## src/rtl/i2c_slave_regfile.sv

```systemverilog
`default_nettype none
// ============================================================================
// Module   : i2c_slave_regfile
// Purpose  : Oversampled I2C target exposing a byte-wide register file.
//            It supports a register pointer, burst writes and reads with
//            auto-increment and wrap, repeated START, and STOP detection.
// Revision : 1.0 - initial release
// ----------------------------------------------------------------------------
// Parameters:
//   ADDRESS   7-bit target address
//   NUM_REGS  register count (2..256); PTR_W = $clog2(NUM_REGS)
// Ports:
//   clk        system clock (>= 16x SCL)
//   rst_n      synchronous active-low reset
//   scl_i      raw SCL pin level (asynchronous)
//   sda_i      raw SDA pin level (asynchronous)
//   sda_oe     1 = pull SDA low, 0 = release
//   regs_flat  register contents, reg k at [8k+7:8k]
//   wr_strobe  one-cycle pulse per accepted write byte
//   wr_index   register written (valid with wr_strobe)
//   wr_data    byte written (valid with wr_strobe)
//   busy       high while addressed, from address match until STOP/exit
//   state_out  current FSM state code
// Build option:
//   I2C_SLAVE_GLITCH_FILTER_EN  adds a 3-sample majority filter per input
//                              (input latency 5 clk instead of 3)
// ============================================================================
module i2c_slave_regfile #(
    parameter logic [6:0] ADDRESS  = 7'h2A,
    parameter int         NUM_REGS = 8,
    localparam int        PTR_W    = $clog2(NUM_REGS)
) (
    input  logic                  clk,
    input  logic                  rst_n,
    input  logic                  scl_i,
    input  logic                  sda_i,
    output logic                  sda_oe,
    output logic [NUM_REGS*8-1:0] regs_flat,
    output logic                  wr_strobe,
    output logic [PTR_W-1:0]      wr_index,
    output logic [7:0]            wr_data,
    output logic                  busy,
    output logic [3:0]            state_out
);

    typedef enum logic [3:0] {
        ST_IDLE      = 4'd0,
        ST_ADDR      = 4'd1,
        ST_ADDR_ACK  = 4'd2,
        ST_PTR       = 4'd3,
        ST_PTR_ACK   = 4'd4,
        ST_WDATA     = 4'd5,
        ST_WDATA_ACK = 4'd6,
        ST_RDATA     = 4'd7,
        ST_RDATA_ACK = 4'd8
    } state_t;

    localparam logic [8:0] NREGS_9 = 9'(NUM_REGS);

    // ------------------------------------------------------------------
    // Input conditioning: 2-flop synchronisers, optional majority filter,
    // then a one-cycle-delayed copy for edge detection.
    // ------------------------------------------------------------------
    logic [1:0] scl_sync_q, scl_sync_d, sda_sync_q, sda_sync_d;
    logic       scl_lvl, sda_lvl;
    logic       scl_prev_q, scl_prev_d, sda_prev_q, sda_prev_d;

    always_comb begin
        scl_sync_d = {scl_sync_q[0], scl_i};
        sda_sync_d = {sda_sync_q[0], sda_i};
    end

`ifdef I2C_SLAVE_GLITCH_FILTER_EN
    // Majority of the current and two previous synchronised samples: a
    // pulse lasting one clk never holds two of the three votes at once.
    logic [1:0] scl_hist_q, scl_hist_d, sda_hist_q, sda_hist_d;
    logic       scl_filt_q, scl_filt_d, sda_filt_q, sda_filt_d;

    always_comb begin
        scl_hist_d = {scl_hist_q[0], scl_sync_q[1]};
        sda_hist_d = {sda_hist_q[0], sda_sync_q[1]};
        scl_filt_d = (scl_sync_q[1] & scl_hist_q[0]) | (scl_sync_q[1] & scl_hist_q[1])
                   | (scl_hist_q[0] & scl_hist_q[1]);
        sda_filt_d = (sda_sync_q[1] & sda_hist_q[0]) | (sda_sync_q[1] & sda_hist_q[1])
                   | (sda_hist_q[0] & sda_hist_q[1]);
    end

    always_ff @(posedge clk) begin
        if (!rst_n) begin
            scl_hist_q <= 2'b11;
            sda_hist_q <= 2'b11;
            scl_filt_q <= 1'b1;
            sda_filt_q <= 1'b1;
        end else begin
            scl_hist_q <= scl_hist_d;
            sda_hist_q <= sda_hist_d;
            scl_filt_q <= scl_filt_d;
            sda_filt_q <= sda_filt_d;
        end
    end

    assign scl_lvl = scl_filt_q;
    assign sda_lvl = sda_filt_q;
`else
    assign scl_lvl = scl_sync_q[1];
    assign sda_lvl = sda_sync_q[1];
`endif

    always_comb begin
        scl_prev_d = scl_lvl;
        sda_prev_d = sda_lvl;
    end

    logic scl_rise, scl_fall, start_det, stop_det;
    assign scl_rise  =  scl_lvl & ~scl_prev_q;
    assign scl_fall  = ~scl_lvl &  scl_prev_q;
    assign start_det =  scl_lvl & ~sda_lvl &  sda_prev_q;
    assign stop_det  =  scl_lvl &  sda_lvl & ~sda_prev_q;

    // ------------------------------------------------------------------
    // Protocol FSM and register file
    // ------------------------------------------------------------------
    state_t                state_q, state_d;
    logic [3:0]            bit_cnt_q, bit_cnt_d;
    logic [7:0]            shift_q, shift_d;
    logic                  rw_q, rw_d;
    logic [PTR_W-1:0]      ptr_q, ptr_d;
    logic [NUM_REGS*8-1:0] regs_q, regs_d;
    logic                  sda_oe_q, sda_oe_d;
    logic                  wr_strobe_q, wr_strobe_d;
    logic [PTR_W-1:0]      wr_index_q, wr_index_d;
    logic [7:0]            wr_data_q, wr_data_d;
    logic                  busy_q, busy_d;

    logic [7:0]       rx_byte, cur_reg;
    logic [PTR_W-1:0] ptr_inc;
    logic             last_bit;

    assign rx_byte  = {shift_q[6:0], sda_lvl};
    assign cur_reg  = regs_q[{ptr_q, 3'b000} +: 8];
    assign ptr_inc  = (ptr_q == PTR_W'(NUM_REGS - 1)) ? '0 : ptr_q + 1'b1;
    assign last_bit = (bit_cnt_q == 4'd7);

    always_comb begin
        state_d     = state_q;
        bit_cnt_d   = bit_cnt_q;
        shift_d     = shift_q;
        rw_d        = rw_q;
        ptr_d       = ptr_q;
        regs_d      = regs_q;
        sda_oe_d    = sda_oe_q;
        wr_strobe_d = 1'b0;
        wr_index_d  = wr_index_q;
        wr_data_d   = wr_data_q;
        busy_d      = busy_q;

        if (start_det) begin
            // Repeated START keeps the pointer so a read can follow a
            // pointer-only write.
            state_d   = ST_ADDR;
            bit_cnt_d = '0;
            sda_oe_d  = 1'b0;
        end else if (stop_det) begin
            state_d   = ST_IDLE;
            bit_cnt_d = '0;
            sda_oe_d  = 1'b0;
            busy_d    = 1'b0;
        end else begin
            // Receive states share the shift-in on SCL rise.
            if (scl_rise && (state_q == ST_ADDR || state_q == ST_PTR || state_q == ST_WDATA)) begin
                shift_d   = rx_byte;
                bit_cnt_d = last_bit ? 4'd0 : bit_cnt_q + 4'd1;
            end

            unique case (state_q)
                ST_IDLE: ;
                ST_ADDR: begin
                    if (scl_rise && last_bit) begin
                        if (rx_byte[7:1] == ADDRESS) begin
                            state_d = ST_ADDR_ACK;
                            rw_d    = rx_byte[0];
                            busy_d  = 1'b1;
                        end else begin
                            state_d = ST_IDLE;
                        end
                    end
                end
                ST_PTR: begin
                    if (scl_rise && last_bit) begin
                        if ({1'b0, rx_byte} < NREGS_9) begin
                            ptr_d   = rx_byte[PTR_W-1:0];
                            state_d = ST_PTR_ACK;
                        end else begin
                            state_d = ST_IDLE;
                            busy_d  = 1'b0;
                        end
                    end
                end
                ST_WDATA: begin
                    if (scl_rise && last_bit) begin
                        regs_d[{ptr_q, 3'b000} +: 8] = rx_byte;
                        wr_strobe_d = 1'b1;
                        wr_index_d  = ptr_q;
                        wr_data_d   = rx_byte;
                        state_d     = ST_WDATA_ACK;
                    end
                end
                // ACK states: first SCL fall pulls SDA low, second releases
                // it and moves on. bit_cnt bit 0 marks the ACK as driven.
                ST_ADDR_ACK, ST_PTR_ACK, ST_WDATA_ACK: begin
                    if (scl_fall) begin
                        if (bit_cnt_q == 4'd0) begin
                            sda_oe_d  = 1'b1;
                            bit_cnt_d = 4'd1;
                        end else begin
                            sda_oe_d  = 1'b0;
                            bit_cnt_d = 4'd0;
                            if (state_q == ST_WDATA_ACK) begin
                                ptr_d   = ptr_inc;
                                state_d = ST_WDATA;
                            end else if (state_q == ST_PTR_ACK || !rw_q) begin
                                state_d = (state_q == ST_PTR_ACK) ? ST_WDATA : ST_PTR;
                            end else begin
                                // Read: present the MSB in the same fall.
                                sda_oe_d = ~cur_reg[7];
                                shift_d  = {cur_reg[6:0], 1'b0};
                                state_d  = ST_RDATA;
                            end
                        end
                    end
                end
                ST_RDATA: begin
                    if (scl_rise) begin
                        bit_cnt_d = bit_cnt_q + 4'd1;
                    end else if (scl_fall) begin
                        if (bit_cnt_q == 4'd8) begin
                            sda_oe_d  = 1'b0;
                            bit_cnt_d = 4'd0;
                            state_d   = ST_RDATA_ACK;
                        end else begin
                            sda_oe_d = ~shift_q[7];
                            shift_d  = {shift_q[6:0], 1'b0};
                        end
                    end
                end
                ST_RDATA_ACK: begin
                    // bit_cnt = 1 records a controller ACK awaiting the fall
                    // at which the next byte starts.
                    if (scl_rise && bit_cnt_q == 4'd0) begin
                        if (!sda_lvl) begin
                            ptr_d     = ptr_inc;
                            bit_cnt_d = 4'd1;
                        end else begin
                            state_d  = ST_IDLE;
                            sda_oe_d = 1'b0;
                            busy_d   = 1'b0;
                        end
                    end else if (scl_fall && bit_cnt_q == 4'd1) begin
                        sda_oe_d  = ~cur_reg[7];
                        shift_d   = {cur_reg[6:0], 1'b0};
                        bit_cnt_d = 4'd0;
                        state_d   = ST_RDATA;
                    end
                end
                default: state_d = ST_IDLE;
            endcase
        end
    end

    always_ff @(posedge clk) begin
        if (!rst_n) begin
            scl_sync_q  <= 2'b11;
            sda_sync_q  <= 2'b11;
            scl_prev_q  <= 1'b1;
            sda_prev_q  <= 1'b1;
            state_q     <= ST_IDLE;
            bit_cnt_q   <= '0;
            shift_q     <= '0;
            rw_q        <= 1'b0;
            ptr_q       <= '0;
            regs_q      <= '0;
            sda_oe_q    <= 1'b0;
            wr_strobe_q <= 1'b0;
            wr_index_q  <= '0;
            wr_data_q   <= '0;
            busy_q      <= 1'b0;
        end else begin
            scl_sync_q  <= scl_sync_d;
            sda_sync_q  <= sda_sync_d;
            scl_prev_q  <= scl_prev_d;
            sda_prev_q  <= sda_prev_d;
            state_q     <= state_d;
            bit_cnt_q   <= bit_cnt_d;
            shift_q     <= shift_d;
            rw_q        <= rw_d;
            ptr_q       <= ptr_d;
            regs_q      <= regs_d;
            sda_oe_q    <= sda_oe_d;
            wr_strobe_q <= wr_strobe_d;
            wr_index_q  <= wr_index_d;
            wr_data_q   <= wr_data_d;
            busy_q      <= busy_d;
        end
    end

    assign sda_oe    = sda_oe_q;
    assign regs_flat = regs_q;
    assign wr_strobe = wr_strobe_q;
    assign wr_index  = wr_index_q;
    assign wr_data   = wr_data_q;
    assign busy      = busy_q;
    assign state_out = state_q;

endmodule
`default_nettype wire

```

## config.mk

```make
export PLATFORM = sky130hd
export DESIGN_NAME = i2c_slave_regfile
export DESIGN_NICKNAME = d
export VERILOG_FILES = /design/src/rtl/i2c_slave_regfile.sv
export SDC_FILE = /design/constraint.sdc
export NUM_CORES = 1
export LEC_CHECK = 0
export ABC_AREA = 1
export BUFFER_PORTS_ARGS = -buffer_cell sky130_fd_sc_hd__buf_2
export CAP_MARGIN = 25
export CORE_UTILIZATION = 50
export DETAILED_ROUTE_END_ITERATION = 12
export PLACE_DENSITY_LB_ADDON = 0.2
export SYNTH_ARGS = -nofsm -noshare
export SYNTH_HDL_FRONTEND = slang
export SYNTH_SLANG_ARGS = --single-unit
```

## constraint.sdc

```tcl
create_clock -name clk -period 3.3 [get_ports clk]
set_input_delay 0.33 -clock clk [delete_from_list [all_inputs] [get_ports clk]]
set_output_delay 0.33 -clock clk [all_outputs]
set_load 0.005 [all_outputs]
```

==> results.sh, run 1 <==
export IMPL_setup_worst_path_class="flip-flop to flip-flop"
export IMPL_timing_critical_path_cells="inv_2 > nand3_1 > nand2_2 > nor2_2 > inv_2 > nor2_8 > nand3_2 > o21ai_0 > a21oi_1"
export IMPL_setup_worst_path_start_class="flip-flop"
export IMPL_grt_pass1_wl_um=27200
export IMPL_critical_path_buffer_and_inverter_count=2
export IMPL_drt_pass1_iter_count=6
export IMPL_number_of_synthesized_register_bits=104
export IMPL_leakage_nw=2.83
export IMPL_remaining_antenna_violation_count=0
export IMPL_run_status="finished clean"
export IMPL_power_switching_w=0.00150
export IMPL_power_report_internal_total_w=0.00238
export IMPL_synth_avg_cell_area_um2=6.68
export IMPL_worst_ep_required_time_ns=3.54
export IMPL_synth_yosys_warnings=0
export IMPL_postCtsSetupBuffers=0
export IMPL_clkPwrFrac=0.322
export IMPL_final_max_slew_viol_count=0
export IMPL_place_congestion=0.937
export IMPL_ys_top_cells_by_area="dfxtp_1 37%, nand2_1 11%, a21oi_1 11%"
export IMPL_max_frequency_mhz=384
export IMPL_cts_resized_gates=0
export IMPL_vias_per_cell=5.61
export IMPL_synth_top_cell_by_area="dfxtp_1"
export IMPL_global_route_overflow_total=0
export IMPL_num_rows=38
export IMPL_dp_hpwl_um=12600
export IMPL_hold_buffers=0
export IMPL_clk_pin_slew_worst_paths_ns=0.07
export IMPL_clk_sinks=104
export IMPL_route_detailed_wl_per_inst_um=16.7
export IMPL_detail_route_drc_violations=0
export IMPL_cpLargestDelayFamily="simple AND/OR/NAND/NOR gates"
export IMPL_synth_largest_type_area_fraction=0.369
export IMPL_first_global_vias=5103
export IMPL_pwr_share_seq=0.350
export IMPL_post_route_fraction_of_the_period_consumed_by_the_critical_path=0.788
export IMPL_hold_class="primary input to flip-flop"
export IMPL_arrival_ns=2.84
export IMPL_fp_dieW_um=108
export IMPL_rsz0062_at_grt="no"
export IMPL_finalWirelength_um=17600
export IMPL_leading_cell_types_in_the_layout_fill_and_taps_excluded="164 x nand2_1, 121 x a21oi_1, 104 x dfxtp_1, 96 x o21ai_0, 85 x buf_2"
export IMPL_worst_slew_pin_slew_ns=0.719
export IMPL_power_share_switching=0.387
export IMPL_cpMaxStageDelayCell="dfxtp_1"
export IMPL_ys_seq_area_frac=0.369
export IMPL_nNetsFinal=923
export IMPL_mappedNetlistArea_um2=5640
export IMPL_timing_clock_skew_ns=0.00919
export IMPL_cts_buffers_inserted=9
export IMPL_synthDistinctLibCells=36
export IMPL_cts_htree_levels=3
export IMPL_synth_net_count=858
export IMPL_power_density_nw_per_um2=603
export IMPL_worstSkewPairLatency_ns=0.36
export IMPL_globalRouteTotalUtil=0.310
export IMPL_worst_path_maximum_fanout=30
export IMPL_die_h_um=108
export IMPL_critical_path_most_common_cell="inv_2"
export IMPL_finalSetupTns_ns=0
export IMPL_port_buffers=85
export IMPL_vdd_drop_max_v=0.000492
export IMPL_slew_headroom=0.519
export IMPL_area_growth_from_synthesis_to_layout_pct=14.3
export IMPL_first_iter_violations=532
export IMPL_placed_area_um2=6100
export IMPL_initial_antenna_violation_count=0
export IMPL_timing_final_crit_period_ns=2.60
export IMPL_hold_viol_final=0
export IMPL_max_clock_path_buffers=2
export IMPL_initial_utilization=0.516
export IMPL_antenna_diode_count=0
export IMPL_io_pins=86
export IMPL_tritoncts="done"
export IMPL_core_area_um2=10900
export IMPL_endpoint_kind="flip-flop"
export IMPL_synthesis_instances=844
export IMPL_pin_count_of_the_biggest_net_entering_global_routing=52
export IMPL_drive_above_1_share=0.162
export IMPL_commonest_non_fill_non_tap_cell_in_the_layout="nand2_1"
export IMPL_final_area_um2=6450
export IMPL_slowest_delay_ns=0.61
export IMPL_dieArea_um2=11700
export IMPL_cap_violations=0
export IMPL_comb_power_share=0.328
export IMPL_setup_viol=0
export IMPL_cts_root_buf="clkbuf_16"
export IMPL_route_vias_total=5917
## final timing paths
kind	cells past startpoint	startpoint	end	slack (ns)
worst max-delay path	9	sda_sync_q[1]$_SDFF_PN1_	regs_flat[14]$_SDFFE_PN0P_	0.70
worst min-delay path	2	sda_i	sda_sync_q[0]$_SDFF_PN1_	0.16
worst max register to register	9	sda_sync_q[1]$_SDFF_PN1_	regs_flat[14]$_SDFFE_PN0P_	0.70
worst min register to register	1	scl_sync_q[0]$_SDFF_PN1_	scl_sync_q[1]$_SDFF_PN1_	0.41
## through the flow
step | power, W | utilization | instances | hold WS [ns] | setup WS, ns
detailed placement | 0.00262 | 0.558 | 1038 | 0.397 | 0.865
CTS | 0.00386 | 0.589 | 1054 | 0.146 | 0.713
global placement | 0.00262 | 0.558 | 1038 | 0.398 | 0.880
global route | 0.00410 | 0.589 | 1054 | 0.155 | 0.464
finish | 0.00388 | 0.589 | 1054 | 0.156 | 0.698
floorplan | 0.00231 | - | 844 | 0.393 | 0.765
## cells in the mapped netlist (all sizes together)
master	n
buf	14
nand3b	1
nand4	6
nand3	79
o21ai	102
clkinv	2
nor2	68
a21oi	122
nor3	29
clkbuf	24
o211ai	3
and3	1
ha	10
nor3b	2
inv	88
nand2	171
o22ai	1
o21a	10
xnor2	1
or2	6
dfxtp	104
## routing by layer
layer  part of all wire  GRT usage  wire, um
met2               0.45      0.472      7820
met5                  0          0         0
met1               0.44      0.421      7700
met3              0.097     0.0880      1700
met4              0.019     0.0988       329
## sequential cells by signal (all words and copies together) (netlist names)
register / count
scl_prev_q: 1
state_out: 4
bit_cnt_q: 4
scl_sync_q: 2
ptr_q: 3
regs_flat: 64
busy: 1
sda_oe: 1
wr_data: 8
sda_prev_q: 1
rw_q: 1
shift_q: 8
sda_sync_q: 2
wr_strobe: 1
wr_index: 3
## layout make-up
type	instances	area [um^2]
flip-flops and latches	104	2080
multi-input cells	612	3030
clock buffers	10	229
inverters	90	338
well taps	140	175
fillers	1100	4490
clock inverters	6	116
repair buffers	92	478
## worst reg2reg max path, cell delays in order (launching register included)
cell,delay [ns]
dfxtp_1,0.61
inv_2,0.21
nand3_1,0.19
nand2_2,0.10
nor2_2,0.13
inv_2,0.08
nor2_8,0.38
nand3_2,0.38
o21ai_0,0.32
a21oi_1,0.09
## kinds of logic (layout without fill, tap and decap cells)
kind of cell,after synthesis,in the layout,share of synthesized area
AND/OR/NAND/NOR,363,363,0.295
AO/OA/AOI/OAI,238,238,0.218
buffers and inverters,128,198,0.0937
flip-flops,104,104,0.369
adder cells (fa/ha/maj),10,10,0.0222
XOR/XNOR,1,1,0.00155
## power groups by stage
stage               Sequential (W)  Combinational [W]  Clock, W
global placement           0.00139            0.00123         0
detailed placement         0.00139            0.00123         0
finish                     0.00136            0.00127   0.00125
floorplan                  0.00137           0.000936         0
CTS                        0.00136            0.00124   0.00126
global route               0.00137            0.00142   0.00132
Note: power is estimated with default switching activity, not from simulation.
==> run 2, diff against run 1 <==
==> constraint.sdc (replaced) <==
create_clock -name clk -period 2.2 [get_ports clk]
set_input_delay 0.22 -clock clk [delete_from_list [all_inputs] [get_ports clk]]
set_output_delay 0.22 -clock clk [all_outputs]
set_load 0.005 [all_outputs]
==> run 2 against run 1 <==
Highest routed layer unchanged. Sequential power is 49% higher. Non-clock buffer count increased by 23. Largest power group is now combinational logic. Combinational power increased by 70%. Clock skew down 0.0042 ns. Largest cell class unchanged.
==> results.sh, run 2 (synthesized netlist as in run 1, its figures left out) <==
export IMPL_comb_power_share=0.372
export IMPL_leading_cell_types_in_the_layout_fill_and_taps_excluded="163 x nand2_1, 120 x a21oi_1, 103 x dfxtp_1, 91 x o21ai_0, 85 x buf_2"
export IMPL_fp_dieW_um=108
export IMPL_hold_buffers=0
export IMPL_vias_per_cell=5.67
export IMPL_dieArea_um2=11700
export IMPL_timing_critical_path_cells="buf_4 > ha_1 > inv_1 > nor3_4 > nand2_1 > nor3b_1"
export IMPL_fill_cells=1084
export IMPL_finalWorstSetupSlack_ns=0.161
export IMPL_dp_hpwl_um=12900
export IMPL_final_hold_worst_slack_ns=0.0418
export IMPL_final_max_slew_viol_count=0
export IMPL_cts_htree_levels=3
export IMPL_clkPwrFrac=0.279
export IMPL_pin_count_of_the_biggest_net_entering_global_routing=52
export IMPL_power_share_switching=0.414
export IMPL_timing_final_crit_period_ns=2.04
export IMPL_hold_viol_final=0
export IMPL_num_rows=38
export IMPL_clk_sinks=104
export IMPL_worst_slew_pin_slew_ns=0.553
export IMPL_run_status="finished clean"
export IMPL_drt_pass1_iter_count=7
export IMPL_cts_buffers_inserted=9
export IMPL_globalRouteTotalUtil=0.311
export IMPL_port_buffers=85
export IMPL_detailedPlace_worstSlack_ns=0.184
export IMPL_die_h_um=108
export IMPL_initial_antenna_violation_count=0
export IMPL_max_clock_path_buffers=2
export IMPL_number_of_flip_flops_under_the_largest_register_name=64
export IMPL_power_density_nw_per_um2=877
export IMPL_clk_pin_slew_worst_paths_ns=0.07
export IMPL_nNetsFinal=947
export IMPL_route_vias_total=6110
export IMPL_leakage_nw=2.93
export IMPL_setup_worst_path_start_class="flip-flop"
export IMPL_remaining_antenna_violation_count=0
export IMPL_detail_route_drc_violations=0
export IMPL_vdd_drop_max_v=0.000470
export IMPL_slowest_delay_ns=0.38
export IMPL_cap_violations=0
export IMPL_power_switching_w=0.00239
export IMPL_routedLengthMet1_um=7860
export IMPL_drive_above_1_share=0.189
export IMPL_commonest_non_fill_non_tap_cell_in_the_layout="nand2_1"
export IMPL_first_global_vias=5343
export IMPL_finalWirelength_um=18000
export IMPL_initial_utilization=0.516
export IMPL_power_report_internal_total_w=0.00340
export IMPL_ff_latch_area_um2=2080
export IMPL_antenna_diode_count=0
export IMPL_detailroute_wirelength_met3_um=1320
export IMPL_max_frequency_mhz=490
export IMPL_route_detailed_wl_per_inst_um=16.7
export IMPL_core_area_um2=10900
export IMPL_top_layer_used="met4"
export IMPL_io_pins=86
export IMPL_worstSkewPairLatency_ns=0.36
export IMPL_hold_class="primary input to flip-flop"
export IMPL_cts_root_buf="clkbuf_16"
export IMPL_area_growth_from_synthesis_to_layout_pct=17.1
export IMPL_endpoint_kind="flip-flop"
export IMPL_post_route_fraction_of_the_period_consumed_by_the_critical_path=0.927
export IMPL_slew_headroom=0.630
export IMPL_grt_pass1_wl_um=27700
export IMPL_multi_input_comb_area_um2=3060
export IMPL_place_congestion=0.941
export IMPL_setup_worst_path_class="flip-flop to flip-flop"
export IMPL_arrival_ns=2.26
export IMPL_global_route_overflow_total=0
export IMPL_worst_ep_required_time_ns=2.43
export IMPL_worst_path_maximum_fanout=43
export IMPL_tritoncts="done"
export IMPL_timing_clock_skew_ns=0.00502
export IMPL_setup_viol=0
export IMPL_pwr_share_seq=0.348
export IMPL_first_iter_violations=509
export IMPL_cpMaxStageDelayCell="buf_4"
export IMPL_detailroute_wirelength_met2_um=8290
==> run 2: cell count changes in the layout (fill, tap and decap cells not counted), sizes merged <==
cell	delta
buf	+23
bufinv	-3
clkbuf	+1
clkinvlp	+1
inv	+1
nand3	+1
==> run 2: critical path, delay by kind of cell (launching register included) <==
| family | cells | cell delay (ns) |
|---|---|---|
| DFF | 1 | 0.35 |
| adders and majority gates | 1 | 0.38 |
| and+or+nand+nor | 3 | 0.64 |
| buffers and inverters | 2 | 0.52 |
==> run 2: area by class of cell <==
type | count | share of cell area
tap | 140 | 0.0265
clock buffer | 11 | 0.0383
clock inverter | 5 | 0.00587
inverter | 90 | 0.0512
multi-input combinational | 613 | 0.464
sequential | 104 | 0.316
timing repair buffer | 115 | 0.0985
==> run 2: power groups by stage <==
stage | clock, W | sequential, W | combinational [W]
after global placement | 0 | 0.00206 | 0.00206
after detailed placement | 0 | 0.00206 | 0.00207
after global routing | 0.00169 | 0.00203 | 0.00235
final | 0.00162 | 0.00202 | 0.00216
after CTS | 0.00162 | 0.00202 | 0.00208
after floorplan | 0 | 0.00206 | 0.00145
==> run 2: routing by layer <==
metal  track usage  vias to the layer above
met5             0                        -
met3        0.0536                       53
li1              -                     2992
met4         0.130                        0
met1         0.409                     2791
met2         0.501                      274
==> run 2: worst paths after layout <==
check / startpoint / endpoint / slack [ns] / cells after the start
setup / recovery: ptr_q[0]$_SDFFE_PN0P_ / regs_flat[26]$_SDFFE_PN0P_ / 0.16 / 6
hold / removal: scl_i / scl_sync_q[0]$_SDFF_PN1_ / 0.04 / 2
setup reg to reg: ptr_q[0]$_SDFFE_PN0P_ / regs_flat[26]$_SDFFE_PN0P_ / 0.16 / 6
hold reg to reg: sda_sync_q[0]$_SDFF_PN1_ / sda_sync_q[1]$_SDFF_PN1_ / 0.41 / 1
==> run 2: per-stage QoR <==
step | TNS [ns] | utilization | cell area (um^2) | std cells | power (W)
5_1_grt | -0.00393 | 0.604 | 6600 | 1078 | 0.00606
3_5_place_dp | 0 | 0.574 | 6270 | 1060 | 0.00413
2_1_floorplan | 0 | - | 5660 | 844 | 0.00351
4_1_cts | 0 | 0.600 | 6570 | 1076 | 0.00572
3_3_place_gp | 0 | 0.574 | 6270 | 1060 | 0.00412
6_report | 0 | 0.604 | 6600 | 1078 | 0.00579
==> run 2: what timing repair did <==
action / 4_1_cts / 5_1_grt
buffers inserted: 0 / 1
resized for setup: 0 / 9
setup endpoints to repair: 0 / 43
==> run 3, diff against run 2 <==
--- a/config.mk
+++ b/config.mk
@@ -10,6 +10,7 @@
 export CAP_MARGIN = 25
 export CORE_UTILIZATION = 50
 export DETAILED_ROUTE_END_ITERATION = 12
+export MAX_ROUTING_LAYER = met4
 export PLACE_DENSITY_LB_ADDON = 0.2
 export SYNTH_ARGS = -nofsm -noshare
 export SYNTH_HDL_FRONTEND = slang
==> run 3 against run 2 <==
Fmax decreased by 0.59%. Worst setup slack worse by 0.012 ns. Register-to-register slack about the same. Largest cell class unchanged. Sequential power about the same. Sequential share of layout area shrank 0.34 points. Critical path depth increased by 3. Worst hold slack got worse by 0.0049 ns. Power increased by 1.7%. Via count fell by 0.72%.
==> results.sh, run 3 (synthesized netlist as in run 1, its figures left out) <==
export IMPL_run_status="finished clean"
export IMPL_vdd_drop_max_v=0.000624
export IMPL_globalRouteTotalUtil=0.326
export IMPL_fill_cells=1068
export IMPL_die_h_um=108
export IMPL_power_share_switching=0.411
export IMPL_number_of_flip_flops_under_the_largest_register_name=64
export IMPL_fp_dieW_um=108
export IMPL_cts_htree_levels=3
export IMPL_antenna_diode_count=0
export IMPL_commonest_non_fill_non_tap_cell_in_the_layout="nand2_1"
export IMPL_setup_worst_path_start_class="flip-flop"
export IMPL_pin_count_of_the_biggest_net_entering_global_routing=52
export IMPL_remaining_antenna_violation_count=0
export IMPL_rsz0062_at_grt="no"
export IMPL_area_growth_from_synthesis_to_layout_pct=18.4
export IMPL_worst_hold_startpoint="scl_i"
export IMPL_multi_input_comb_area_um2=3070
export IMPL_drt_pass1_iter_count=5
export IMPL_num_rows=38
export IMPL_arrival_ns=2.30
export IMPL_first_global_vias=5391
export IMPL_timing_clock_skew_ns=0.00677
export IMPL_final_core_utilization=0.610
export IMPL_dieArea_um2=11700
export IMPL_power_report_internal_total_w=0.00347
export IMPL_clkPwrFrac=0.293
export IMPL_max_frequency_mhz=488
export IMPL_slew_headroom=0.627
export IMPL_ff_latch_area_um2=2080
export IMPL_vias_per_cell=5.61
export IMPL_timing_final_crit_period_ns=2.05
export IMPL_post_route_fraction_of_the_period_consumed_by_the_critical_path=0.932
export IMPL_worst_ep_required_time_ns=2.45
export IMPL_final_max_slew_viol_count=0
export IMPL_clk_pin_slew_worst_paths_ns=0.08
export IMPL_setup_viol=0
export IMPL_comb_power_share=0.364
export IMPL_route_detailed_wl_per_inst_um=16.7
export IMPL_worst_path_maximum_fanout=16
export IMPL_pwr_share_seq=0.343
export IMPL_setup_worst_path_class="flip-flop to flip-flop"
export IMPL_detail_route_drc_violations=0
export IMPL_tritoncts="done"
export IMPL_finalWorstSetupSlack_ns=0.149
export IMPL_dp_hpwl_um=13000
export IMPL_cap_violations=0
export IMPL_cts_buffers_inserted=9
export IMPL_initial_utilization=0.516
export IMPL_hold_class="primary input to flip-flop"
export IMPL_hold_viol_final=0
export IMPL_core_area_um2=10900
export IMPL_initial_antenna_violation_count=0
export IMPL_worstSkewPairLatency_ns=0.36
export IMPL_endpoint_kind="flip-flop"
export IMPL_leading_cell_types_in_the_layout_fill_and_taps_excluded="163 x nand2_1, 119 x a21oi_1, 103 x dfxtp_1, 92 x o21ai_0, 85 x buf_2"
export IMPL_r2r_start="ptr_q[0]$_SDFFE_PN0P_"
export IMPL_rrSetupSlack_ns=0.15
export IMPL_detailedPlace_worstSlack_ns=0.0957
export IMPL_place_congestion=0.941
export IMPL_leakage_nw=2.95
export IMPL_grt_pass1_wl_um=28100
export IMPL_power_density_nw_per_um2=882
export IMPL_port_buffers=85
export IMPL_worst_r2r_path_depth=9
export IMPL_timing_hold_worst_path_depth=2
export IMPL_global_route_overflow_total=0
export IMPL_io_pins=86
export IMPL_cts_root_buf="clkbuf_16"
export IMPL_first_iter_violations=547
export IMPL_worst_slew_pin_slew_ns=0.558
export IMPL_setup_worst_path_start="ptr_q[0]$_SDFFE_PN0P_"
export IMPL_r2r_end="regs_flat[51]$_SDFFE_PN0P_"
export IMPL_finalSetupTns_ns=0
export IMPL_drive_above_1_share=0.192
export IMPL_power_switching_w=0.00242
export IMPL_clk_sinks=104
export IMPL_whs_endpoint="scl_sync_q[0]$_SDFF_PN1_"
export IMPL_nNetsFinal=950
export IMPL_hold_buffers=0
export IMPL_finalWirelength_um=18100
export IMPL_route_vias_total=6066
export IMPL_max_clock_path_buffers=2
run 3: cell types whose count changed in the layout (fill, tap and decap cells not counted), moves of 2 or more:
cell	delta
buf_6	+2
clkbuf_8	-2
nand3_2	-2
nand3_4	+2
run 3: final cells by class:
cell class | count | share of cell area
clock buffers | 9 | 0.0337
inverters | 90 | 0.0506
clock inverters | 7 | 0.0135
well taps | 140 | 0.0262
multi-input cells | 613 | 0.460
flip-flops and latches | 104 | 0.312
repair buffers | 118 | 0.104
run 3: timing repair:
| action | in CTS | in global routing |
|---|---|---|
| resized for setup | 0 | 11 |
| setup endpoints to repair | 0 | 40 |
| setup buffers | 0 | 5 |
run 3: how the worst max path moves through the flow:
stage	end	slack (ns)	cells past startpoint
finish	regs_flat[51]$_SDFFE_PN0P_	0.15	9
floorplan	regs_flat[58]$_SDFFE_PN0P_	0.009	12
global route	regs_flat[49]$_SDFFE_PN0P_	0.008	9
global placement	regs_flat[45]$_SDFFE_PN0P_	0.17	11
detailed placement	regs_flat[44]$_SDFFE_PN0P_	0.1	11
CTS	regs_flat[44]$_SDFFE_PN0P_	0.09	11
run 3: routing by layer:
metal  GRT usage  wire [um]
met5           -          0
met4       0.136        616
met3      0.0669       1360
met2       0.502       8250
met1       0.414       7860
run 3: power by group through the flow:
stage	logic (W)	clock network, W	registers, W
5_1_grt	0.00235	0.00181	0.00203
6_report	0.00215	0.00173	0.00202
3_3_place_gp	0.00205	0	0.00206
4_1_cts	0.00207	0.00175	0.00202
2_1_floorplan	0.00145	0	0.00206
3_5_place_dp	0.00206	0	0.00206
run 3: worst max-delay path: stages, from the launching register on:
cell and delay (ns):
dfxtp_1 0.36, inv_2 0.04, ha_1 0.20, ha_1 0.33
inv_1 0.16, nand2_1 0.13, inv_2 0.23, nand3_4 0.20
o21ai_0 0.20, a21oi_1 0.07
run 3: stage by stage:
step | hold slack (ns) | power (W) | instances | instance area (um^2)
after floorplan | 0.327 | 0.00351 | 844 | 5660
after global placement | 0.394 | 0.00411 | 1059 | 6270
after detailed placement | 0.403 | 0.00412 | 1059 | 6270
after CTS | 0.0333 | 0.00583 | 1075 | 6580
after global routing | 0.0423 | 0.00620 | 1081 | 6670
final | 0.0369 | 0.00589 | 1081 | 6670
